--- src/rtl/gpio_serial_cfg_loader.sv ---
// gpio_serial_cfg_loader: holds one mode word per mprj_io pad and shifts the
// whole set into the two GPIO configuration chains, then strobes serial_load.
// Optional feature macro: GPIO_CFG_READBACK_EN adds the registered cfg_rdata port.
//
// state      | meaning
// -----------+--------------------------------------------------------------
// S_IDLE     | waiting for start; store writable
// S_SHIFT_LO | serial_clock low; new bit presented on both data lines
// S_SHIFT_HI | serial_clock high; chains sample on the rising edge
// S_LOAD     | serial_load high for CLK_DIV cycles
// S_DONE     | one-cycle completion pulse; a new start is accepted here

module gpio_serial_cfg_loader #(
    parameter int                  NUM_IO   = 38,
    parameter int                  CFG_BITS = 13,
    parameter int                  CLK_DIV  = 4,
    parameter logic [CFG_BITS-1:0] CFG_INIT = 13'h0403
) (
    input  logic                clock,
    input  logic                reset,
    input  logic                cfg_we,
    input  logic [5:0]          cfg_addr,
    input  logic [CFG_BITS-1:0] cfg_data,
    input  logic                start,
    output logic                busy,
    output logic                done,
    output logic                serial_clock,
    output logic                serial_load,
    output logic                serial_resetn,
    output logic                serial_data_1,
    output logic                serial_data_2
`ifdef GPIO_CFG_READBACK_EN
    ,
    output logic [CFG_BITS-1:0] cfg_rdata
`endif
);

    localparam int HALF  = NUM_IO / 2;
    localparam int B     = CFG_BITS * HALF;
    localparam int BW    = $clog2(B);
    localparam int DIV_W = (CLK_DIV > 1) ? $clog2(CLK_DIV) : 1;

    typedef enum logic [2:0] {
        S_IDLE,
        S_SHIFT_LO,
        S_SHIFT_HI,
        S_LOAD,
        S_DONE
    } state_t;

    state_t              state_q, state_d;
    logic [DIV_W-1:0]    div_q;
    logic [BW-1:0]       bit_q;
    logic [B-1:0]        sr1_q, sr2_q;
    logic [B-1:0]        pack1, pack2;
    logic [CFG_BITS-1:0] store [NUM_IO];
    logic                div_tc, last_bit, addr_ok, wr_en, accept, advance;

    assign div_tc   = (div_q == '0);
    assign last_bit = (bit_q == '0);
    assign addr_ok  = (int'(cfg_addr) < NUM_IO);
    assign wr_en    = cfg_we && addr_ok && !busy;
    assign accept   = start && (state_q == S_IDLE || state_q == S_DONE);
    assign advance  = (state_q == S_SHIFT_HI) && div_tc && !last_bit;

    // Config store; frozen whenever a load is in progress.
    always_ff @(posedge clock) begin
        if (reset) begin
            for (int i = 0; i < NUM_IO; i++) store[i] <= CFG_INIT;
        end else if (wr_en) begin
            store[cfg_addr] <= cfg_data;
        end
    end

    // Build both chain images with a same-cycle write folded in, so a start
    // coinciding with a write snapshots the new word.
    always_comb begin
        logic [CFG_BITS-1:0] w1, w2;
        pack1 = '0;
        pack2 = '0;
        w1    = '0;
        w2    = '0;
        for (int i = 0; i < HALF; i++) begin
            w1 = store[HALF-1-i];
            if (wr_en && int'(cfg_addr) == HALF - 1 - i) w1 = cfg_data;
            w2 = store[HALF+i];
            if (wr_en && int'(cfg_addr) == HALF + i) w2 = cfg_data;
            pack1[B-1-i*CFG_BITS -: CFG_BITS] = w1;
            pack2[B-1-i*CFG_BITS -: CFG_BITS] = w2;
        end
    end

    // Next-state logic.
    always_comb begin
        state_d = state_q;
        case (state_q)
            S_IDLE:     if (start) state_d = S_SHIFT_LO;
            S_SHIFT_LO: if (div_tc) state_d = S_SHIFT_HI;
            S_SHIFT_HI: if (div_tc) state_d = last_bit ? S_LOAD : S_SHIFT_LO;
            S_LOAD:     if (div_tc) state_d = S_DONE;
            S_DONE:     state_d = start ? S_SHIFT_LO : S_IDLE;
            default:    state_d = S_IDLE;
        endcase
    end

    // State, phase timer, bit counter and registered outputs.
    always_ff @(posedge clock) begin
        if (reset) begin
            state_q       <= S_IDLE;
            div_q         <= '0;
            bit_q         <= '0;
            sr1_q         <= '0;
            sr2_q         <= '0;
            busy          <= 1'b0;
            done          <= 1'b0;
            serial_clock  <= 1'b0;
            serial_load   <= 1'b0;
            serial_data_1 <= 1'b0;
            serial_data_2 <= 1'b0;
            serial_resetn <= 1'b0;
        end else begin
            state_q       <= state_d;
            serial_resetn <= 1'b1;
            busy          <= (state_d == S_SHIFT_LO) || (state_d == S_SHIFT_HI) ||
                             (state_d == S_LOAD);
            done          <= (state_d == S_DONE);
            serial_clock  <= (state_d == S_SHIFT_HI);
            serial_load   <= (state_d == S_LOAD);

            if (state_d != state_q)
                div_q <= DIV_W'(CLK_DIV - 1);
            else if (!div_tc)
                div_q <= div_q - DIV_W'(1);

            if (accept) begin
                bit_q         <= BW'(B - 1);
                serial_data_1 <= pack1[B-1];
                serial_data_2 <= pack2[B-1];
                sr1_q         <= pack1 << 1;
                sr2_q         <= pack2 << 1;
            end else if (advance) begin
                bit_q         <= bit_q - BW'(1);
                serial_data_1 <= sr1_q[B-1];
                serial_data_2 <= sr2_q[B-1];
                sr1_q         <= sr1_q << 1;
                sr2_q         <= sr2_q << 1;
            end
        end
    end

`ifdef GPIO_CFG_READBACK_EN
    // Registered readback, valid regardless of busy.
    always_ff @(posedge clock) begin
        if (reset)        cfg_rdata <= '0;
        else if (addr_ok) cfg_rdata <= store[cfg_addr];
        else              cfg_rdata <= '0;
    end
`endif

endmodule
--- config.mk ---
export PLATFORM = sky130hd
export DESIGN_NAME = gpio_serial_cfg_loader
export DESIGN_NICKNAME = d
export VERILOG_FILES = /design/src/rtl/gpio_serial_cfg_loader.sv
export SDC_FILE = /design/constraint.sdc
export NUM_CORES = 2
export LEC_CHECK = 0
export BUFFER_PORTS_ARGS = -buffer_cell sky130_fd_sc_hd__buf_2
export CAP_MARGIN = 40
export CORE_MARGIN = 4
export CORE_UTILIZATION = 55
export DETAILED_ROUTE_END_ITERATION = 8
export PLACE_DENSITY = 0.71
export SYNTH_ARGS = -nofsm -noshare
export SYNTH_HDL_FRONTEND = slang
export SYNTH_SLANG_ARGS = --single-unit
--- constraint.sdc ---
create_clock -name clock -period 2.8 [get_ports clock]
set_input_delay 0.56 -clock clock [delete_from_list [all_inputs] [get_ports clock]]
set_output_delay 0.56 -clock clock [all_outputs]
set_load 0.05 [all_outputs]
Yosys cells after proc, flatten, opt, wreduce, memory -nomap -nowiden
Memories as Yosys holds them, arrays and structs flattened.
Index checks and enable logic that the tools add are counted.
Storage, ports and cells
  memories: 1
  flip-flop bits (word level): 512
  word-level logic and storage cells: 185
  RAM bits: 494
  output and inout bits: 7
Memory list
  store: depth 38, bits a word 13, read ports 38, clocked after Yosys merged registers in 0, wr ports 38, RTL line 56  | logic [CFG_BITS-1:0] store [NUM_IO];
Operators by class
  equality and inequality tests: 47
  order comparisons: 1
  muxes and demuxes: 66
  add/subtract/negate cells: 2
  reductions and logical operators: 55
Operators with widths (number)
  247-bit 2-to-1 mux: 4
  13-bit 2-to-1 mux: 39
  6-bit equality test (second input constant): 22
  6-bit by 5-bit equality test with 1-bit output (second input constant): 8
  1-bit logical AND: 43
  6-bit by 4-bit equality test with 1-bit output (second input constant): 4
  8-bit 2-to-1 mux: 2
  3-bit one-hot mux with 5 select lines: 1
  13-bit OR reduction: 1
  3-bit by 2-bit equality test with 1-bit output (second input constant): 4
  6-bit by 3-bit equality test with 1-bit output (second input constant): 2
  1-bit 2-to-1 mux: 12
  3-bit 2-to-1 mux: 4
  8-bit logical NOT: 1
  8-bit by 1-bit subtractor with 8-bit output (second input constant): 1
  3-bit by 1-bit equality test with 1-bit output (second input constant): 2
  3-bit equality test (second input constant): 2
  6-bit by 2-bit equality test with 1-bit output (second input constant): 1
  6-bit logical NOT: 1
  6-bit < comparator (second input constant): 1
  2-bit 2-to-1 mux: 3
  6-bit 2-to-1 mux: 1
  3-bit logical NOT: 1
  1-bit logical OR: 3
  other kinds (7): 8

Depth between registers and ports, before layout
  depth after elaboration: 8
  depth in mapped cells: 10
  depth with buffers taken out: 6

Worst setup path before layout
OpenSTA, ideal clock, no wires.
  path kind: register to register
  start point: register busy
  end point: memory store[31][0] (enable)
  slack: 0.013 ns
  arrival: 2.446 ns
  stages on the path, launching flop included: 8
  library setup time: 0.341 ns
  cell sequence: dfxtp_1 > buf_2 > and4b_1 > buf_2 > nand2_1 > clkbuf_1 > clkbuf_1 > nand2_1
RTL lines
  start, declared: RTL line 25  | output logic busy,
  start signal, assigned: RTL line 124  | busy <= (state_d == S_SHIFT_LO) || (state_d == S_SHIFT_HI) ||
  end, declared: RTL line 56

==> summary.md <==
| Metric | Value |
|---|---|
| Gates resized, CTS repair | 0 |
| Multiplexer share of the synthesized area | 0.1132 |
| Starting Density | 0.5575 |
| Yosys warns | 0 |
| Synth Area in Adders | 0.0008161 |
| Hold WC Path Type | in2reg |
| Data required, critical path | 3.22 ns |
| Synth Cell Area | 46000 um2 |
| CTS Buf Count | 103 |
| Worst-path clk slew | 0.06 ns |
| CP Class | reg2reg |
| Crit start category | register |
| Main synth FF type | dfxtp_1 |
| First-pass DRT Iterations | 5 |
| Post-route setup slack | 0.1894 ns |
| P_leak | 0.02042 uW |
| Register area share after synthesis | 0.5453 |
| Starting DRT DRC Count | 3952 |
| Clock buffer depth | 3 |
| First-pass GRT wire length | 195.4 mm |
| Ports | 30 |
| Hold Fails Final Rpt | 0 |
| DRC | 0 |
| Root Driver | clkbuf_16 |
| Fin Clk Skew | 0.02156 ns |
| RSZ-0062 raised after global routing | false |
| Post-Synth XOR/XNOR Area | 0.0009521 |
| Clock Sinks | 1006 |
| Peak supply drop | 436.4 uV |
| Placed cell count | 5397 |
| PD cells | 707.5 nW/um2 |
| Fmax | 0.3831 GHz |
| DR vias/cell | 6.245 |
| Setup TNS | 0 ns |
| CTS tree | done |
| Post-synth EDFFs | 494 |
| Syn_nets | 4500 |
| Total Wirelength | 125.8 mm |
| Antenna viol nets, final | 0 |
| Largest net degree at the start of global routing | 194 |
| Core footprint | 82500 um2 |
| Final Cycle Share | 0.9323 |
| Area leader, netlist | edfxtp_1 |
| Fin Hold WS | 0.2798 ns |
| Non-Filler Instances | 5598 |
| Max FO, Critical Path | 13 |
| Flops & latches, synth | 1006 |
| Slew Limit Fails | 0 |
| Vias in the first global route | 33.52k |
| HPWL Detailed | 74.08 mm |
| Tot GR Track Use | 0.2759 |
| Worst R2R Start | busy$_SDFF_PP0_ |
| GPL Wtd Cong | 0.8992 |
| P&R area growth vs syn | 13.06% |
| Crit path capture type | register |
| Syn Area/Cell | 10.28 um2 |
| Compound-Gate Fraction of Synth Area | 0.06890 |
| Buffers on Ports | 29 |
| H-Tree Level Count | 3 |
| Synth cell types | 62 |
| Hold_sp | reset |
| Synth Area in Simple Gates | 0.2177 |
| Die width | 297.2 um |
| Area of the multi-input gates | 18550 um2 |
| Setup Viol. Count Final | 0 |
| Synth top area cells | edfxtp_1 32%, dfxtp_1 22%, mux2_2 6.3%, nor2_1 5.7%, mux2i_1 4.6% |
| Max_cap viols | 0 |
| Initial antenna violation count | 7 |
| Status | finished, final reports clean |
| Later-pin clock latency in the skew report | 0.67 ns |
| Die height | 297.2 um |
| Die area | 88320 um2 |
| Overflow after GRT | 0 |
| Register area | 25080 um2 |
| Share of the synthesized area in the top cell type | 0.3225 |
| Drt wl/cell | 22.48 um |
| Nets | 4458 |
| Via count | 34.96k |
| Fillers | 6386 |
| Worst setup path startpoint | busy$_SDFF_PP0_ |
| Largest family of logic cells by synthesized area | simple AND/OR/NAND/NOR gates |
| Worst path arrival time | 3.03 ns |
| Ys async rst share | 0 |
| Worst slew margin relative to its limit | 0.2357 |
| Cells after synthesis | 4474 |
| Share of cells above drive strength 1 | 0.1806 |
| Worst Tran Pin Value | 1.146 ns |
| Row count | 105 |
| DP Worst Slack | -0.01249 ns |
| Postcts setup bufs | 0 |
| Minimum clock period | 2.611 ns |
| CTS Hold Bufs | 0 |
-- cell type report --
| cell class | count | share of cell area |
|---|---|---|
| clock buffers | 152 | 0.05779 |
| inverters | 109 | 0.008012 |
| flip-flops and latches | 1006 | 0.4824 |
| diodes | 5 | 0.0002406 |
| clock inverters | 44 | 0.007362 |
| multi-input cells | 2894 | 0.3567 |
| repair buffers | 318 | 0.06176 |
| well taps | 1070 | 0.02574 |
-- metrics by stage --
stage | utilization | power [uW] | cell area [um2]
detailed placement | 0.5891 | 23280 | 48600
global route | 0.6301 | 38170 | 51990
global placement | 0.5891 | 23110 | 48600
finish | 0.6303 | 36790 | 52000
CTS | 0.6301 | 36820 | 51990
floorplan | - | 21290 | 46000
-- synth_stat cells, types with 18 or more instances --
| cell | number |
|---|---|
| a221oi_1 | 26 |
| edfxtp_1 | 494 |
| nor2_1 | 702 |
| mux2i_1 | 210 |
| o21ai_0 | 108 |
| nand2_1 | 279 |
| inv_1 | 108 |
| clkbuf_1 | 306 |
| nor3_1 | 218 |
| and2_1 | 211 |
| nand3_1 | 30 |
| buf_1 | 18 |
| o221ai_1 | 180 |
| a211oi_1 | 93 |
| mux2_2 | 258 |
| dfxtp_1 | 512 |
| or3_1 | 232 |
| nor4_2 | 31 |
| nor4_1 | 179 |
| buf_2 | 105 |
-- cell usage in the layout, fill, tap and decap left out, types with 71 or more instances in the layout --
master	count
a211oi_1	93
and2_1	211
buf_12	71
buf_4	218
clkbuf_16	106
dfxtp_1	512
edfxtp_1	494
inv_1	108
mux2_2	258
mux2i_1	210
nand2_1	278
nor2_1	689
nor3_1	218
nor4_1	179
o21ai_0	108
o221ai_1	180
or3_1	232
-- final timing paths --
kind,end,slack (ns),depth (start not counted)
worst min register to register,sr1_q[205]$_SDFFE_PP0P_,0.45,2
worst max-delay path,store[21][10]$_SDFFCE_PN1P_,0.19,5
worst max register to register,store[21][10]$_SDFFCE_PN1P_,0.19,5
worst min-delay path,div_q[0]$_SDFFE_PP0P_,0.28,2
-- worst max-delay path, cell delays in order, from the launching register on --
cell and delay (ns):
dfxtp_1 0.50, nand2b_1 0.30, or3_1 0.50, nor3b_1 0.66, buf_4 0.32, nand2b_1 0.07
-- sequential cells by signal, summed over array words and instances (netlist names) --
| signal | cells |
|---|---|
| serial_data_2 | 1 |
| bit_q | 8 |
| sr2_q | 246 |
| sr1_q | 246 |
| serial_load | 1 |
| serial_data_1 | 1 |
| serial_clock | 1 |
| serial_resetn | 1 |
| div_q | 2 |
| done | 1 |
| busy | 1 |
| state_q | 3 |
| store | 494 |
-- where the power goes --
group | internal [uW] | switching (uW) | leakage [uW]
registers | 16800 | 641 | 0.00893
logic | 2140 | 3550 | 0.00982
clock network | 7830 | 5850 | 0.00166
-- cell families after synthesis --
logic type	count (synthesis)
xor gates and xnor gates	5
buffers and inverters	574
muxes	484
AOI/OAI and AO/OA	424
and+or+nand+nor	1978
DFF	1006
adders and majority gates	3
-- routing by layer --
layer | routed length (um) | track usage
met3 | 12100 | 0.05875
met2 | 56440 | 0.4264
met4 | 3395 | 0.08320
met5 | 71 | 0
met1 | 53820 | 0.3923
Note: power is estimated with default switching activity, not from simulation.
